===== src/rtl/mem_access_if.sv =====
// Bundled request/response and word-RAM bus signals of the load/store front end.
// The unit uses the slave modport; the CPU datapath and RAM side use master.
interface mem_access_if #(
    parameter int ADDR_W = 12
);
    logic                req_valid;
    logic                req_ready;
    logic                req_write;
    logic [1:0]          req_size;
    logic                req_signed;
    logic [ADDR_W+1:0]   req_addr;
    logic [31:0]         req_wdata;
    logic                resp_valid;
    logic                resp_ready;
    logic [31:0]         resp_rdata;
    logic                resp_err;
    logic [ADDR_W-1:0]   mem_address;
    logic                mem_read;
    logic                mem_write;
    logic [3:0]          mem_byteenable;
    logic [31:0]         mem_writedata;
    logic [31:0]         mem_readdata;

    modport slave (
        input  req_valid, req_write, req_size, req_signed, req_addr, req_wdata,
        input  resp_ready, mem_readdata,
        output req_ready, resp_valid, resp_rdata, resp_err,
        output mem_address, mem_read, mem_write, mem_byteenable, mem_writedata
    );

    modport master (
        output req_valid, req_write, req_size, req_signed, req_addr, req_wdata,
        output resp_ready, mem_readdata,
        input  req_ready, resp_valid, resp_rdata, resp_err,
        input  mem_address, mem_read, mem_write, mem_byteenable, mem_writedata
    );
endinterface


===== src/rtl/mem_access_unit.sv =====
// Byte/half/word load-store front end driving a 32-bit word RAM.
// Optional `MEM_ALIGN_CHECK_EN rejects misaligned and size-11 requests with resp_err.
module mem_access_unit #(
    parameter int ADDR_W = 12
) (
    input logic         clk,
    input logic         reset_n,
    mem_access_if.slave bus
);
    localparam logic [1:0] IDLE   = 2'd0;
    localparam logic [1:0] ACCESS = 2'd1;
    localparam logic [1:0] WAIT   = 2'd2;
    localparam logic [1:0] RESP   = 2'd3;

    localparam logic [1:0] SZ_BYTE = 2'b00;
    localparam logic [1:0] SZ_HALF = 2'b01;
    localparam logic [1:0] SZ_WORD = 2'b10;

    logic [1:0]        state;
    logic              write_q;
    logic [1:0]        size_q;
    logic              signed_q;
    logic [1:0]        lane_q;
    logic [ADDR_W-1:0] mem_address_q;
    logic              mem_read_q;
    logic              mem_write_q;
    logic [3:0]        mem_byteenable_q;
    logic [31:0]       mem_writedata_q;
    logic [31:0]       resp_rdata_q;
    logic              resp_err_q;

    logic [1:0]        eff_size;
    logic              req_err;
    logic [3:0]        be_next;
    logic [31:0]       wd_next;
    logic [7:0]        rd_byte;
    logic [15:0]       rd_half;
    logic [31:0]       load_data;

    // Size 11 behaves as a word whenever it is not rejected outright.
    assign eff_size = (bus.req_size == 2'b11) ? SZ_WORD : bus.req_size;

`ifdef MEM_ALIGN_CHECK_EN
    always_comb begin
        // NOTE: every always_comb output gets a default first so no path leaves it unassigned (no latch).
        req_err = 1'b0;
        case (bus.req_size)
            SZ_BYTE: req_err = 1'b0;
            SZ_HALF: req_err = bus.req_addr[0];
            SZ_WORD: req_err = (bus.req_addr[1:0] != 2'b00);
            default: req_err = 1'b1;
        endcase
    end
`else
    assign req_err = 1'b0;
`endif

    always_comb begin
        be_next = 4'b1111;
        wd_next = bus.req_wdata;
        case (eff_size)
            SZ_BYTE: begin
                be_next = 4'b0001 << bus.req_addr[1:0];
                wd_next = {4{bus.req_wdata[7:0]}};
            end
            SZ_HALF: begin
                be_next = bus.req_addr[1] ? 4'b1100 : 4'b0011;
                wd_next = {2{bus.req_wdata[15:0]}};
            end
            default: ;
        endcase
    end

    // Lane selection uses the offset captured at acceptance; mem_readdata is live in WAIT.
    assign rd_byte = bus.mem_readdata[{lane_q, 3'b000} +: 8];
    assign rd_half = lane_q[1] ? bus.mem_readdata[31:16] : bus.mem_readdata[15:0];

    always_comb begin
        load_data = bus.mem_readdata;
        case (size_q)
            SZ_BYTE: load_data = {{24{signed_q & rd_byte[7]}}, rd_byte};
            SZ_HALF: load_data = {{16{signed_q & rd_half[15]}}, rd_half};
            default: ;
        endcase
    end

    always_ff @(posedge clk or negedge reset_n) begin
        if (!reset_n) begin
            state            <= IDLE;
            write_q          <= 1'b0;
            size_q           <= SZ_BYTE;
            signed_q         <= 1'b0;
            lane_q           <= 2'b00;
            mem_address_q    <= '0;
            mem_read_q       <= 1'b0;
            mem_write_q      <= 1'b0;
            mem_byteenable_q <= 4'b0000;
            mem_writedata_q  <= 32'h0;
            resp_rdata_q     <= 32'h0;
            resp_err_q       <= 1'b0;
        end else begin
            // NOTE: non-blocking assignments so every register samples pre-edge values regardless of statement order.
            mem_read_q  <= 1'b0;
            mem_write_q <= 1'b0;
            case (state)
                IDLE: begin
                    if (bus.req_valid) begin
                        write_q  <= bus.req_write;
                        size_q   <= eff_size;
                        signed_q <= bus.req_signed;
                        lane_q   <= bus.req_addr[1:0];
                        if (req_err) begin
                            resp_err_q   <= 1'b1;
                            resp_rdata_q <= 32'h0;
                            state        <= RESP;
                        end else begin
                            mem_address_q    <= bus.req_addr[ADDR_W+1:2];
                            mem_byteenable_q <= be_next;
                            mem_writedata_q  <= wd_next;
                            mem_read_q       <= ~bus.req_write;
                            mem_write_q      <= bus.req_write;
                            state            <= ACCESS;
                        end
                    end
                end
                ACCESS: state <= write_q ? RESP : WAIT;
                WAIT: begin
                    resp_rdata_q <= load_data;
                    state        <= RESP;
                end
                RESP: begin
                    if (bus.resp_ready) begin
                        resp_rdata_q <= 32'h0;
                        resp_err_q   <= 1'b0;
                        state        <= IDLE;
                    end
                end
                default: state <= IDLE;
            endcase
        end
    end

    assign bus.req_ready      = (state == IDLE);
    assign bus.resp_valid     = (state == RESP);
    assign bus.resp_rdata     = resp_rdata_q;
    assign bus.resp_err       = resp_err_q;
    assign bus.mem_address    = mem_address_q;
    assign bus.mem_read       = mem_read_q;
    assign bus.mem_write      = mem_write_q;
    assign bus.mem_byteenable = mem_byteenable_q;
    assign bus.mem_writedata  = mem_writedata_q;
endmodule


===== src/flat_wrapper.sv =====
// flat-port wrapper written by rule: the top's interface ports become plain ports
module mem_access_unit_flat 
#(
    parameter int ADDR_W = 12
)
  (clk, reset_n, bus_req_valid, bus_req_write, bus_req_size, bus_req_signed, bus_req_addr, bus_req_wdata, bus_resp_ready, bus_mem_readdata, bus_req_ready, bus_resp_valid, bus_resp_rdata, bus_resp_err, bus_mem_address, bus_mem_read, bus_mem_write, bus_mem_byteenable, bus_mem_writedata);
  mem_access_if #(.ADDR_W(ADDR_W)) bus_i ();
  input logic clk;
  input logic reset_n;
  input wire logic [$bits(bus_i.req_valid)-1:0] bus_req_valid;
  input wire logic [$bits(bus_i.req_write)-1:0] bus_req_write;
  input wire logic [$bits(bus_i.req_size)-1:0] bus_req_size;
  input wire logic [$bits(bus_i.req_signed)-1:0] bus_req_signed;
  input wire logic [$bits(bus_i.req_addr)-1:0] bus_req_addr;
  input wire logic [$bits(bus_i.req_wdata)-1:0] bus_req_wdata;
  input wire logic [$bits(bus_i.resp_ready)-1:0] bus_resp_ready;
  input wire logic [$bits(bus_i.mem_readdata)-1:0] bus_mem_readdata;
  output wire logic [$bits(bus_i.req_ready)-1:0] bus_req_ready;
  output wire logic [$bits(bus_i.resp_valid)-1:0] bus_resp_valid;
  output wire logic [$bits(bus_i.resp_rdata)-1:0] bus_resp_rdata;
  output wire logic [$bits(bus_i.resp_err)-1:0] bus_resp_err;
  output wire logic [$bits(bus_i.mem_address)-1:0] bus_mem_address;
  output wire logic [$bits(bus_i.mem_read)-1:0] bus_mem_read;
  output wire logic [$bits(bus_i.mem_write)-1:0] bus_mem_write;
  output wire logic [$bits(bus_i.mem_byteenable)-1:0] bus_mem_byteenable;
  output wire logic [$bits(bus_i.mem_writedata)-1:0] bus_mem_writedata;
  assign bus_i.req_valid = bus_req_valid;
  assign bus_i.req_write = bus_req_write;
  assign bus_i.req_size = bus_req_size;
  assign bus_i.req_signed = bus_req_signed;
  assign bus_i.req_addr = bus_req_addr;
  assign bus_i.req_wdata = bus_req_wdata;
  assign bus_i.resp_ready = bus_resp_ready;
  assign bus_i.mem_readdata = bus_mem_readdata;
  assign bus_req_ready = bus_i.req_ready;
  assign bus_resp_valid = bus_i.resp_valid;
  assign bus_resp_rdata = bus_i.resp_rdata;
  assign bus_resp_err = bus_i.resp_err;
  assign bus_mem_address = bus_i.mem_address;
  assign bus_mem_read = bus_i.mem_read;
  assign bus_mem_write = bus_i.mem_write;
  assign bus_mem_byteenable = bus_i.mem_byteenable;
  assign bus_mem_writedata = bus_i.mem_writedata;
  mem_access_unit #(.ADDR_W(ADDR_W)) u_core (.clk(clk), .reset_n(reset_n), .bus(bus_i));
endmodule

===== config.mk =====
export PLATFORM = sky130hd
export DESIGN_NAME = mem_access_unit_flat
export DESIGN_NICKNAME = d
export VERILOG_FILES = /design/src/rtl/mem_access_if.sv /design/src/rtl/mem_access_unit.sv /design/src/flat_wrapper.sv
export SDC_FILE = /design/constraint.sdc
export NUM_CORES = 1
export LEC_CHECK = 0
export ABC_AREA = 1
export CORE_MARGIN = 2
export CORE_UTILIZATION = 44
export DETAILED_ROUTE_END_ITERATION = 8
export HOLD_SLACK_MARGIN = 0.1
export MAX_ROUTING_LAYER = met4
export PLACE_DENSITY_LB_ADDON = 0.08
export SLEW_MARGIN = 15
export SYNTH_ARGS = -nofsm -noshare
export SYNTH_HDL_FRONTEND = slang
export SYNTH_SLANG_ARGS = --single-unit

===== constraint.sdc =====
create_clock -name clk -period 2.3 [get_ports clk]
set_clock_uncertainty 0.2 [all_clocks]
set_input_delay 0.345 -clock clk [delete_from_list [all_inputs] [get_ports clk]]
set_output_delay 0.345 -clock clk [all_outputs]
set_load 0.01 [all_outputs]

; ---- Word level (Yosys, flattened, before mapping)
; Index checks and enable logic that the tools add are counted.
; W data, S select, Z words.
[totals]
reg_bits = 90
latchBits = 0
ramBits = 0
romBits = 0
input_bits = 86
elab_cells = 47
n_memories = 0
[classes]
n_addsub = 0
multipliers = 0
div = 0
n_lt_le_gt_ge = 0
n_eq_ne = 8
n_shift = 2
n_mux = 16
n_bitwise = 3
reduce_logical = 7
[ops]
columns = cell, count
row1 = $pmux W32 S2, 3
row2 = $mux W32, 1
row3 = $shiftx A32 B6 Y8, 1
row4 = $mux W16, 1
row5 = $pmux W2 S4, 1
row6 = $pmux W4 S2, 1
row7 = $eq A2 B1 Y1 const B, 3
row8 = $eq A2 B2 Y1 const B, 3
row9 = $logic_not A2 Y1, 3
row10 = $mux W2, 3
row11 = $reduce_and A2 Y1, 3
row12 = $mux W1, 5
row13 = $mux W4, 1
row14 = $ne A2 B2 Y1 const B, 2
row15 = $shl A1 B2 Y4 const A, 1
row16 = $and A1 B1 Y1, 2
row17 = $reduce_bool A2 Y1, 1
row18 = $not A1 Y1, 1

; ---- Logic depth before layout (Yosys ltp)
[depth]
word_depth = 4
mapped_depth = 11
mapped_depth_nobuf = 9

; ---- Worst setup path after synthesis
; No wires, ideal clock.
[synth_timing]
path_type = register -> register
from = register u_core.state[0]
to = register u_core.mem_writedata_q[23], in the netlist u_core.bus.mem_writedata[23]
arrival_time_ns = 1.550
t_required_ns = 1.977
slack_ns = 0.427
path_stages_with_launch = 10
n_path_buf = 1
synth_period_minus_slack_ns = 1.873
cell_sequence = dfrtp_1 -> inv_1 -> ha_1 -> nand2_1 -> clkinv_1 -> buf_2 -> nand2_1 -> nand2_1 -> o21ai_0 -> nand2_1
[synth_between]
elab_chain_len = 2
[synth_lines]
columns = element, line_no
row1 = from (decl), mem_access_unit.sv:19  ; logic [1:0] state;
row2 = from (signal assigned), mem_access_unit.sv:126  ; ACCESS: state <= write_q ? RESP : WAIT;
row3 = $logic_not A2 Y1, n/a
row4 = via bus_req_ready, flat_wrapper.sv:18  ; output wire logic [$bits(bus_i.req_ready)-1:0] bus_req_ready;
row5 = $reduce_and A2 Y1 (no line), n/a
row6 = to (signal assigned), mem_access_unit.sv:119  ; mem_writedata_q <= wd_next;
row7 = to (decl), mem_access_unit.sv:28  ; logic [31:0] mem_writedata_q;
; The timed path passes the listed nets, and every way through them passes these cells.
; A chain may end at the register's enable or synchronous reset.

; ---- Final worst setup path
[layout_timing]
from = register u_core.state[0]
to = output port bus_req_ready
[layout_between]
elab_chain_len = 1
[layout_lines]
columns = element, line_no
row1 = $logic_not A2 Y1, mem_access_unit.sv:143  ; assign bus.req_ready = (state == IDLE);
row2 = to (decl), flat_wrapper.sv:18
; Every way passes these cells.

==> results by stage <==
Outcome:
- The run finished with clean final reports.

Route:
- After detailed routing, the average wire length per cell comes to 14.7 um.
- The iteration-0 DRC count of the detailed router is 163.
- Using the TritonRoute via totals, the vias-per-cell ratio works out to 4.96.
- The number of remaining DRC errors is 0.
- Detailed routing inserted a total of 4440 vias.
- The pre-antenna-repair detailed-routing pass consisted of 5 iterations.
- The antenna violation net count after detailed routing is 0.
- The overall routed net length is 13.2 mm.

Hold path:
- In this run the most critical hold path is launched from u_core.bus.resp_rdata[29]$_DFFE_PN0P_.
- The min-delay analysis places its worst path in the category reg2reg.
- The hold path depth is 2.

STA:
- Final hold analysis gives a worst-case slack of 0.283 ns.
- The setup total negative slack is 0 ns.
- Setup violations remaining at the end of the flow were counted as 0.
- Dividing the final minimum period by the clock period gives 0.954.
- The number of hold violations in the final report was 0.
- For the pin with the worst max-slew slack, the measured transition is 0.557 ns.
- Measured against its own limit, the worst slew margin works out to 0.629.
- The final count of pins violating max slew came to 0.
- Counting I/O delays and the setup requirement, the final critical path takes 2.19 ns.
- The upper clock frequency limit is 0.456 GHz.
- Setup repair after global routing left no endpoint under its margin.

Die:
- The overall die height is 104 um.
- After floorplanning, the core was sized to cover 9680 um2.
- The initial cell density of the core is 0.451.
- The die is 104 um wide.
- The top-level port count is 171.
- The cell row count is 36.
- The die covers 10700 um2.

Layout:
- The final layout contains 849 nets.
- The number of antenna diodes in the final layout is 0.
- The layout cell share with drive strength beyond 1 is 0.0603.
- The signed area change from the synthesized netlist to the final layout is 48.2%.
- Leaving out fill and tap cells, the most frequent cell in the layout is nand2_1.
- With fillers left out, the area of the finished cells amounts to 6480 um2.
- The library cells used most frequently in the layout, excluding fill and tap cells, are nand2_1 (291), clkdlybuf4s50_1 (168), dfrtp_1 (90).

Pwr:
- Power spread over the standard cell area amounts to 1250 nW/um2.
- The share of total power dissipated in sequential elements is 0.331.
- The switching part of the total is 0.404.
- The worst-case vdd ir drop is 597 uV.
- Of the total power, the clock network draws 0.153.
- The share of total power dissipated in combinational logic is 0.516.
- The leakage component of the power is 3.27 nW.
- The switching power is 0.00326 W.
- The internal cell power is 0.00481 W.

Worst setup path:
- The biggest fanout along the worst timing path is 4.
- The beginning of the worst register-to-register path is u_core.state[0]$_DFFE_PN0P_.
- Tracing the worst setup path back leads to its startpoint at u_core.state[0]$_DFFE_PN0P_.
- The worst setup path is launched from a flop.
- The register-to-register setup slack is 0.31 ns.
- The kind of critical path is reg2out.
- The type of destination of the critical path is an output pin.
- The reg-to-reg critical path endpoint is u_core.write_q$_DFFE_PN0P_.
- The critical path capture point is bus_req_ready.
- The number of cells on the worst reg-to-reg path is 7.
- The required time of the worst setup path is 1.75 ns.
- At the worst endpoint, the arrival time is 1.65 ns.

Place:
- Port buffering added 169 buffers.
- The cell area after placement is 6240 um2.
- The HPWL after detailed placement is 9.68 mm.
- The final weighted congestion in routability-driven placement is 0.920.

GRT:
- The wire length of the first global-routing pass is 21.7 mm.
- The number of antenna violations at the first check in global routing is 0.
- The pin count of the biggest net entering global routing is 73.
- The overall track demand over capacity in global routing is 0.256.
- Summed over all layers, the global routing overflow is 0.
- The number of global-route vias before repair came to 4482.

Run:
- Across the run, the number of max-cap violations was 0.

Clock tree:
- CTS saw 90 sinks.
- Clock tree synthesis inserted a total of 9 buffers.
- The maximum buffer depth of the clock tree is 2.
- The worst-skew pair later-pin latency is 0.36 ns.
- Clock tree synthesis selected as its root buffer the cell clkbuf_8.
- The clock-pin slew on the worst setup and hold paths is 0.09 ns.
- The TritonCTS clock tree is done.
- The total number of H-tree levels is 3.

Logic synthesis:
- The number of flip-flops and latches in the synthesized netlist is 90.
- The count of warnings emitted by yosys is 0.
- The arithmetic-cell share of the synthesized area counting full adders, half adders and majority gates is 0.0143.
- Of the total synthesized cell area, the portion taken by AND, OR, NAND and NOR gates is 0.334.
- The gate count after technology mapping is 588.
- The synthesized-area fraction occupied by ao, oa, aoi and oai cells came to 0.0839.
- The number of different library cells used by synthesis comes to 25.
- The share of synthesized area in the top cell type comes to 0.515.
- By area the synthesized netlist is led by dfrtp_1 (52%), nand2_1 (25%), o21ai_0 (4.5%).
- The net count of the mapped netlist is 679.
- After synthesis, the largest family of logic cells by area is simple AND/OR/NAND/NOR gates.
- The average cell area after synthesis is 7.43 um2.
- The share of the Yosys chip area taken by registers is 0.515.
- The synthesized netlist occupies a cell area of 4370 um2.
- The largest total area in the synthesized netlist belongs to dfrtp_1.
- The fraction of synthesized cell area in xor and xnor cells is 0.
- Measured against the total synthesized area, the mux share comes to 0.
-- registers in the layout (all words and copies together), names as in the netlist, 2 cells and up --
signal,cells
u_core.size_q,2
u_core.bus.resp_rdata,32
u_core.bus.mem_writedata,32
u_core.lane_q,2
u_core.bus.mem_address,12
u_core.state,2
u_core.bus.mem_byteenable,4
-- cell usage after synthesis, drive strengths merged --
cell,n
clkbuf,18
nand3,17
o22ai,2
ha,5
inv,25
nand2,296
buf,7
a21oi,29
o21ai,39
clkinv,2
a31oi,1
dfrtp,90
conb,1
o21bai,1
nor2,55
-- timing repair --
| action | in CTS | in global routing |
|---|---|---|
| buffers inserted | 0 | 0 |
| hold endpoints to repair | 40 | 0 |
| hold buffers | 1 | 0 |
| gates resized for setup | 0 | 3 |
| setup endpoints to repair | 0 | 1 |
-- worst min-delay path by stage --
stage and to:
2_1_floorplan u_core.bus.mem_address[0]$_DFFE_PN0P_, 3_3_place_gp u_core.state[0]$_DFFE_PN0P_, 3_5_place_dp u_core.state[0]$_DFFE_PN0P_, 4_1_cts u_core.bus.resp_rdata[9]$_DFFE_PN0P_, 5_1_grt u_core.bus.resp_rdata[9]$_DFFE_PN0P_, 6_report u_core.bus.resp_rdata[29]$_DFFE_PN0P_
-- layout make-up --
| class | count | area [um2] |
|---|---|---|
| Fill cell | 857 | 3210 |
| Inverter | 27 | 109 |
| Clock buffer | 9 | 124 |
| Multi-Input combinational cell | 446 | 1900 |
| Timing Repair Buffer | 184 | 1830 |
| Sequential cell | 90 | 2250 |
| Clock inverter | 7 | 98.8 |
| Tap cell | 133 | 166 |
-- critical path: stages (launching register included) --
cell and delay (ns):
dfrtp_1 0.44, inv_2 0.11, ha_2 0.20, clkdlybuf4s50_1 0.54
-- through the flow --
stage               power (W)  utilization  worst slack [ns]  std cells
floorplan             0.00485            -             0.427        588
finish                0.00807        0.669             0.106        896
global placement      0.00677        0.644             0.234        879
global route          0.00867        0.669            0.0340        896
detailed placement    0.00686        0.644             0.175        879
CTS                   0.00811        0.668            0.0320        896
-- routing by layer --
metal	up-vias	part of all wire	track usage	routed length [um]
li1	2168	-	-	-
met1	2095	0.43	0.321	5710
met2	163	0.49	0.423	6480
met3	14	0.062	0.0554	820
met4	0	0.013	0.0714	176
met5	-	0	-	0
-- power by group through the flow --
stage / Sequential, W / Clock, W / Combinational (W)
2_1_floorplan: 0.00289 / 0 / 0.00196
3_3_place_gp: 0.00268 / 0 / 0.00408
3_5_place_dp: 0.00268 / 0 / 0.00417
4_1_cts: 0.00267 / 0.00125 / 0.00419
5_1_grt: 0.00275 / 0.00130 / 0.00462
6_report: 0.00267 / 0.00123 / 0.00416
-- cell families after synthesis --
family | Yosys count
AND/OR/NAND/NOR | 368
flip-flops | 90
AO/OA/AOI/OAI | 72
buffers and inverters | 52
adder cells (fa/ha/maj) | 5
other | 1
No activity file was read; power rests on OpenSTA's default activity.
